## config.mk

```make
export PLATFORM = sky130hd
export DESIGN_NAME = uart_tx_arbiter
export DESIGN_NICKNAME = d
export VERILOG_FILES = /design/src/rtl/uart_tx_arbiter.sv
export SDC_FILE = /design/constraint.sdc
export NUM_CORES = 1
export LEC_CHECK = 0
export ABC_CLOCK_PERIOD_IN_PS = 2400
export CAP_MARGIN = 15
export CORE_MARGIN = 1.5
export CORE_UTILIZATION = 50
export CTS_CLUSTER_DIAMETER = 80
export DETAILED_ROUTE_END_ITERATION = 7
export DONT_BUFFER_PORTS = 1
export GPL_ROUTABILITY_DRIVEN = 0
export PLACE_DENSITY = 0.64
export RECOVER_POWER = 25
export SLEW_MARGIN = 0
export SYNTH_ARGS = -nofsm -noshare
export SYNTH_HDL_FRONTEND = slang
export SYNTH_SLANG_ARGS = --single-unit
```

## constraint.sdc

```tcl
create_clock -name clk -period 2.4 [get_ports clk]
set_input_delay 0.12 -clock clk [delete_from_list [all_inputs] [get_ports clk]]
set_output_delay 0.12 -clock clk [all_outputs]
set_load 0.01 [all_outputs]
```

## src/rtl/uart_tx_arbiter.sv

```systemverilog
// uart_tx_arbiter: shares one uart_tx between NUM_REQ byte-stream requesters.
// A requester is locked from its first byte until it hands over a byte marked
// last, so packets never interleave. One byte is buffered towards uart_tx at a
// time. A locked requester that goes quiet for TIMEOUT_CYCLES cycles with an
// empty buffer is forcibly released and the sticky timeout_flag is raised.
module uart_tx_arbiter #(
  parameter int NUM_REQ        = 4,
  parameter int TIMEOUT_CYCLES = 1_000_000
) (
  input  logic                   clk,
  input  logic                   rst_n,
  input  logic [NUM_REQ-1:0]     req_valid,
  input  logic [NUM_REQ*8-1:0]   req_data,
  input  logic [NUM_REQ-1:0]     req_last,
  output logic [NUM_REQ-1:0]     req_ready,
  output logic [7:0]             tx_data,
  output logic                   tx_valid,
  input  logic                   tx_ready,
  output logic [2:0]             grant_id,
  output logic                   busy,
  output logic                   timeout_flag,
  input  logic                   timeout_clr
);

  localparam int CW = (TIMEOUT_CYCLES > 1) ? $clog2(TIMEOUT_CYCLES) : 1;
  localparam logic [CW-1:0] TO_LAST = CW'(TIMEOUT_CYCLES - 1);

  typedef enum logic [0:0] {
    IDLE   = 1'b0,
    LOCKED = 1'b1
  } state_t;

  state_t          state_r;
  logic            buf_valid_r;
  logic [7:0]      buf_data_r;
  logic            buf_last_r;
  logic [2:0]      rr_ptr_r;
  logic [CW-1:0]   to_cnt_r;

  logic            pick_found_s;
  logic [2:0]      pick_idx_s;
  logic [3:0]      cand_s;
  logic            hit_s;
  logic            g_valid_s;
  logic [7:0]      g_data_s;
  logic            g_last_s;
  logic            sel_s;
  logic            timeout_hit_s;

  assign tx_valid = buf_valid_r;
  assign tx_data  = buf_data_r;
  assign busy     = (state_r == LOCKED);

  // Round-robin pick: first valid requester starting at rr_ptr+1, wrapping.
  always_comb begin
    pick_found_s = 1'b0;
    pick_idx_s   = 3'd0;
    cand_s       = 4'd0;
    hit_s        = 1'b0;
    for (int k = 1; k <= NUM_REQ; k++) begin
      cand_s = {1'b0, rr_ptr_r} + 4'(k);
      if (cand_s >= 4'(NUM_REQ)) begin
        cand_s = cand_s - 4'(NUM_REQ);
      end else begin
        cand_s = cand_s;
      end
      for (int i = 0; i < NUM_REQ; i++) begin
        hit_s        = !pick_found_s && req_valid[i] && (cand_s == 4'(i));
        pick_idx_s   = hit_s ? 3'(i) : pick_idx_s;
        pick_found_s = pick_found_s | hit_s;
      end
    end
  end

  // Granted-requester mux and per-requester ready (only the locked one, only with room).
  always_comb begin
    g_valid_s = 1'b0;
    g_data_s  = 8'd0;
    g_last_s  = 1'b0;
    sel_s     = 1'b0;
    req_ready = '0;
    for (int i = 0; i < NUM_REQ; i++) begin
      sel_s        = (grant_id == 3'(i));
      g_valid_s    = g_valid_s | (sel_s & req_valid[i]);
      g_data_s     = g_data_s | ({8{sel_s}} & req_data[8*i +: 8]);
      g_last_s     = g_last_s | (sel_s & req_last[i]);
      req_ready[i] = rst_n && (state_r == LOCKED) && sel_s && !buf_valid_r;
    end
  end

  // Forced release fires only with an empty buffer and a silent locked requester.
  assign timeout_hit_s = (state_r == LOCKED) && !buf_valid_r && !g_valid_s &&
                         (to_cnt_r == TO_LAST);

  // Lock FSM, byte buffer, round-robin pointer, idle counter and sticky flag.
  always_ff @(posedge clk) begin
    if (!rst_n) begin
      state_r      <= IDLE;
      buf_valid_r  <= 1'b0;
      buf_data_r   <= 8'd0;
      buf_last_r   <= 1'b0;
      grant_id     <= 3'd0;
      rr_ptr_r     <= 3'(NUM_REQ - 1);
      to_cnt_r     <= '0;
      timeout_flag <= 1'b0;
    end else begin
      if (timeout_hit_s) begin
        timeout_flag <= 1'b1;
      end else if (timeout_clr) begin
        timeout_flag <= 1'b0;
      end

      case (state_r)
        IDLE: begin
          if (pick_found_s) begin
            grant_id <= pick_idx_s;
            to_cnt_r <= '0;
            state_r  <= LOCKED;
          end
        end
        LOCKED: begin
          if (buf_valid_r) begin
            // Waiting on uart_tx is unbounded; the idle counter holds here.
            if (tx_ready) begin
              buf_valid_r <= 1'b0;
              if (buf_last_r) begin
                rr_ptr_r <= grant_id;
                state_r  <= IDLE;
              end
            end
          end else if (g_valid_s) begin
            buf_valid_r <= 1'b1;
            buf_data_r  <= g_data_s;
            buf_last_r  <= g_last_s;
            to_cnt_r    <= '0;
          end else if (to_cnt_r == TO_LAST) begin
            rr_ptr_r <= grant_id;
            state_r  <= IDLE;
          end else begin
            to_cnt_r <= to_cnt_r + CW'(1);
          end
        end
        default: begin
          state_r <= IDLE;
        end
      endcase
    end
  end

endmodule

```

==> results of run 1 <==
-- layout make-up --
cell class                      instances  area, µm²
Timing Repair Buffer                   10      66.31
Inverter                                5      18.77
Clock inverter                          1      30.03
Tap cell                               50      62.56
Multi-Input combinational cell        181       1240
Fill cell                             367       1737
Clock buffer                            7      96.34
Sequential cell                        36      720.7
-- timing repair --
item / in CTS / in global routing
setup buffers: 0 / 0
endpoints found under the hold margin: 2 / 0
hold buffers: 1 / 0
setup endpoints to repair: 0 / 0
resized for setup: 0 / 0
-- worst max-delay path, cell delays in order (launching register included) --
cell,delay [ns]
dfxtp_1,0.42
ha_1,0.23
and3_1,0.28
nand4_1,0.18
o41ai_4,0.41
nand2_2,0.29
a31oi_1,0.29
-- cells in the final DEF (no fill, tap or decap), types with 6 or more instances in the layout --
cell type   n
mux4_2     10
clkbuf_8    7
nand3_1    20
a21oi_1    13
nand2_1    25
dfxtp_1    36
nor2_1     25
o21ai_0    12
a31oi_1    19
mux2i_1    10
buf_4       6
-- cell families (layout without fill, tap and decap cells) --
logic type,count (synthesis),in the layout,synth area share
AO/OA/AOI/OAI,56,56,0.1835
adder cells (fa/ha/maj),1,1,0.006115
buffers and inverters,16,23,0.04158
flip-flops,36,36,0.3523
multiplexers,20,20,0.1590
other,1,1,0.001833
AND/OR/NAND/NOR,103,103,0.2557
-- worst max-delay path by stage --
stage / slack, ns / cells after the start / endpoint / start
3_5_place_dp: 0.28 / 6 / to_cnt_r[16] / to_cnt_r[1]
6_report: 0.22 / 6 / to_cnt_r[16] / to_cnt_r[1]
4_1_cts: 0.26 / 6 / to_cnt_r[16] / to_cnt_r[1]
2_1_floorplan: 0.41 / 5 / to_cnt_r[17] / grant_id[0]
5_1_grt: 0.08 / 4 / tx_data[0] / grant_id[0]
3_3_place_gp: 0.38 / 6 / to_cnt_r[16] / to_cnt_r[1]
-- through the flow --
step,util,cells
floorplan,-,233
global placement,0.5312,281
detailed placement,0.5312,281
CTS,0.5655,290
global route,0.5627,290
finish,0.5627,290
-- sequential cells by signal (all words and copies together), names as in the netlist --
register,flops
buf_last_r,1
busy,1
grant_id,2
rr_ptr_r,2
timeout_flag,1
to_cnt_r,20
tx_data,8
tx_valid,1
-- report_power, final --
group / total [mW] / internal, mW / switching (mW)
clock network: 0.583 / 0.367 / 0.217
logic: 0.177 / 0.0800 / 0.0971
registers: 0.638 / 0.617 / 0.0207
total: 1.40 / 1.06 / 0.334
-- per-layer routing --
layer / vias up / GRT usage / share of wire
met4: 0 / 0.05357 / 0.0079
met2: 58 / 0.3500 / 0.49
li1: 894 / - / -
met1: 908 / 0.3024 / 0.43
met5: - / 0 / 0
met3: 5 / 0.05743 / 0.072
==> run metrics, run 1 <==
Total Routing Usage GR 0.2220; R2R Path Start to_cnt_r[1]; pins over their slew limit 0; core area 0.003971 mm²; PortBufs 0; clock latency on the worst-skew pair around 0.28 ns; outcome complete, no violations; floorplan row count 23; Post-route DRC 0; Vias per Instance 6.431; GR Overflow Total 0; ant diodes 0; starting density of the core 0.5151; min-delay worst type in2reg; Top FF cell, synth dfxtp_1; drt wl/cell 17.53 µm; Root Driver clkbuf_8; Final setup viols 0; initial antenna violation count 0; Min-Delay Startpoint req_valid[3]; EDFF count, synth 0; Arrival @ worst endpoint 2.38 ns; Top Ports 62; Clock Sink Count 36; nets@finish roughly 280; max_cap viols 0; # H-tree levels 2; R2R Setup Slk approximately 0.22 ns; mean area per synthesized cell 8.780 µm²; setup TNS 0 ns; cells taking the most area after synthesis dfxtp_1, mux4_2, a31oi_1; total die area 0.004484 mm²; Hold Path End grant_id[1]; Die Span Y ~67 µm; Worst-path clk slew 0.07 ns; most frequent cell after synthesis dfxtp_1; Slew HR 0.2848; part of the Yosys area used for sequential elements 0.3523; CTS tree yes; max frequency between 400 and 500 MHz; worst hold slack 0.01386 ns; Syn-to-layout area delta 9.235%; post-synthesis register bit count 36; Hold Vio Cnt, Final 0; LEAKAGE just over 0.8 nW; async set-reset flop share out of synthesis 0; Die Wd 66.97 µm; Post-Syn Area roughly 0.002 mm²; Final Skew 0.006108 ns; Worst Path Max Fanout 16; Initial DRT Pass Iterations 4; Pwr Total 1.398 mW; worst-margin pin slew around 1.1 ns; YS warnings 0; min Tclk post-route 2.179 ns; setup ws final 0.2209 ns; PwrDens 625.5 mW/mm²; vias roughly 1900; Startpoint Class flop; Num CTS Buffers 5; vias in the first global route approximately 1600; hpwl dp between 3000 and 4000 µm; first-pass GRT wire length 7541 µm; share of cells above drive strength 1 0.1167; crit path capture type flop; crit path kind reg2reg; peak supply drop ~0.00033 V; RSZ-0062 raised after global routing false; reg2reg end to_cnt_r[16]; WP data required 2.60 ns; iteration-0 DRC count of the detailed router 148; Syn Nets about 280; pre-CTS setup slack approximately 0.28 ns; r2r worst-path depth 6; hold path depth 2; synthesized instance count 233; Post-synth top cells dfxtp_1, nand2_1, nor2_1; Final ANT Viol Nets 0; Synth top area share 0.3523; placed instance area 0.002110 mm²; deepest clock path buffer count 2; biggest area consumer among synthesized cells dfxtp_1; fin crit share 0.9080; WL final around 5000 µm; Final Instance Area 0.002235 mm²; count of unique library cells instantiated by Yosys 40; largest net degree at the start of global routing 19
Power figures use the tool's default switching activity.
==> inputs of run 2 (changes only) <==
--- a/config.mk
+++ b/config.mk
@@ -6,14 +6,15 @@
 export NUM_CORES = 1
 export LEC_CHECK = 0
 export ABC_CLOCK_PERIOD_IN_PS = 2400
+export BUFFER_PORTS_ARGS = -buffer_cell sky130_fd_sc_hd__buf_2
 export CAP_MARGIN = 15
+export CORE_ASPECT_RATIO = 0.9
 export CORE_MARGIN = 1.5
-export CORE_UTILIZATION = 50
+export CORE_UTILIZATION = 25
 export CTS_CLUSTER_DIAMETER = 80
 export DETAILED_ROUTE_END_ITERATION = 7
-export DONT_BUFFER_PORTS = 1
 export GPL_ROUTABILITY_DRIVEN = 0
-export PLACE_DENSITY = 0.64
+export PLACE_DENSITY = 0.44
 export RECOVER_POWER = 25
 export SLEW_MARGIN = 0
 export SYNTH_ARGS = -nofsm -noshare
==> run 2 against run 1 <==
Effect of this change:
- sequential share of layout area fell by 4.4 points
- sequential power is 2% lower
- sequential cell count unchanged
- power increased by 0.53%
- highest routed layer unchanged
- setup slack improved by 0.011 ns
==> run metrics, run 2 (synthesized netlist as in run 1, its figures left out) <==
Hold Vio Cnt, Final 0; peak supply drop 0.0001667 V; Total Routing Usage GR 0.1360; Post-route DRC 0; Initial DRT Pass Iterations 4; Syn-to-layout area delta 26.42%; hpwl dp 4271 µm; clock latency on the worst-skew pair 0.29 ns; Final Instance Area 0.002586 mm²; WL final 5722 µm; worst hold slack between 0.1 and 0.15 ns; r2r worst-path depth 6; max frequency ~460 MHz; PortBufs 60; first-pass GRT wire length 9542 µm; Slew HR 0.4629; R2R Path Start to_cnt_r[0]; Worst-path clk slew 0.08 ns; WP data required 2.61 ns; worst-margin pin slew around 0.8 ns; outcome complete, no violations; Arrival @ worst endpoint 2.38 ns; initial antenna violation count 0; pre-CTS setup slack 0.2840 ns; CP Cell Sequence ha_1 -> and3_1 -> nand4_1 -> o41ai_4 -> nand2_2 -> a31oi_1; setup bufs post-CTS 0; FILL cells 850; Startpoint Class flop; deepest clock path buffer count 2; ant diodes 0; R2R Setup Slk 0.23 ns; hold bufs inserted after CTS 0; placed instance area 0.002499 mm²; CP max stage cell dfxtp_1; top cell family by delay on the critical path simple AND/OR/NAND/NOR gates; Worst Setup SP to_cnt_r[0]; largest net degree at the start of global routing 19; Buf+Inv Stages, Crit Path 0; commonest non-fill, non-tap cell in the layout buf_2; Crit path largest cell delay 0.42 ns; CTS-repair resized insts 0; nets@finish between 300 and 400; Final Skew 0.01067 ns; Root Driver clkbuf_8; min-delay worst type in2reg; iteration-0 DRC count of the detailed router 119; GR Overflow Total 0; # H-tree levels 2; max reg flops 20; fin crit share 0.9033; drt wl/cell between 10 and 15 µm; reg2reg end to_cnt_r[13]; total die area between 0.008 and 0.009 mm²; CTS tree yes; max_cap viols 0; setup TNS 0 ns; Num CTS Buffers 5; vias 2038; most frequent cells in the layout buf_2, dfxtp_1, nand2_1, nor2_1, nand3_1; Die Span Y 88.82 µm; Core Util, Final 0.3237; core area ~0.008 mm²; Critical Path Sink to_cnt_r[13]; Die Wd 98.35 µm; setup ws final 0.2322 ns; starting density of the core 0.2560; Clock Sink Count 36; Top reg by flops to_cnt_r; share of cells above drive strength 1 0.2658; crit path kind reg2reg; Worst Path Max Fanout 16; vias in the first global route 1945; Final ANT Viol Nets 0; RSZ-0062 raised after global routing false; pins over their slew limit 0; crit path capture type flop; Final setup viols 0; Vias per Instance around 5.1; PwrDens around 540 mW/mm²; Top Ports 62; LEAKAGE 1.038 nW; floorplan row count 31; min Tclk post-route 2.168 ns; WP depth 6
[run 2: changes by cell type in the layout (fill, tap and decap cells not counted), sizes merged]
cell and change:
dlygate4sd3 -1, clkbuf +8, buf +53, clkinv +1
[run 2: layout make-up]
class                           instances  area, µm²  area share
Inverter                                5      18.77    0.007257
Clock inverter                          2      35.03     0.01355
Clock buffer                            6      72.57     0.02806
Tap cell                               99      123.9     0.04790
Sequential cell                        36      720.7      0.2787
Multi-Input combinational cell        181       1240      0.4794
Timing Repair Buffer                   71      375.4      0.1451
[run 2: worst min path at each step]
stage / startpoint / end / depth (start not counted) / slack, ns
floorplan: rst_n / busy / 2 / 0.26
global placement: tx_ready / tx_valid / 4 / 0.42
detailed placement: tx_ready / tx_valid / 4 / 0.42
CTS: tx_ready / tx_valid / 4 / 0.10
global route: tx_ready / tx_valid / 4 / 0.12
finish: tx_ready / tx_valid / 4 / 0.12
[run 2: report_power, final]
part,internal (mW),switching (mW),total (mW)
clock network,0.309,0.229,0.538
logic,0.115,0.124,0.239
registers,0.617,0.0118,0.628
total,1.04,0.365,1.41
[run 2: tightest hold or removal path, stage by stage]
cell and delay (ns):
buf_2 0.09, nand2_1 0.05, nand2_1 0.05, a21oi_1 0.05
[run 2: per-layer routing]
metal	wire length [µm]	GRT usage	up-vias
met1	2781	0.1779	970
met2	2652	0.2316	50
met5	0	0	-
met3	229	0.02607	5
met4	58	0.03713	0
li1	-	-	1013
[run 2: stage by stage]
stage / power, mW / std cells
2_1_floorplan: 0.7945 / 233
3_3_place_gp: 0.8895 / 392
3_5_place_dp: 0.8916 / 392
4_1_cts: 1.433 / 400
5_1_grt: 1.484 / 400
6_report: 1.405 / 400
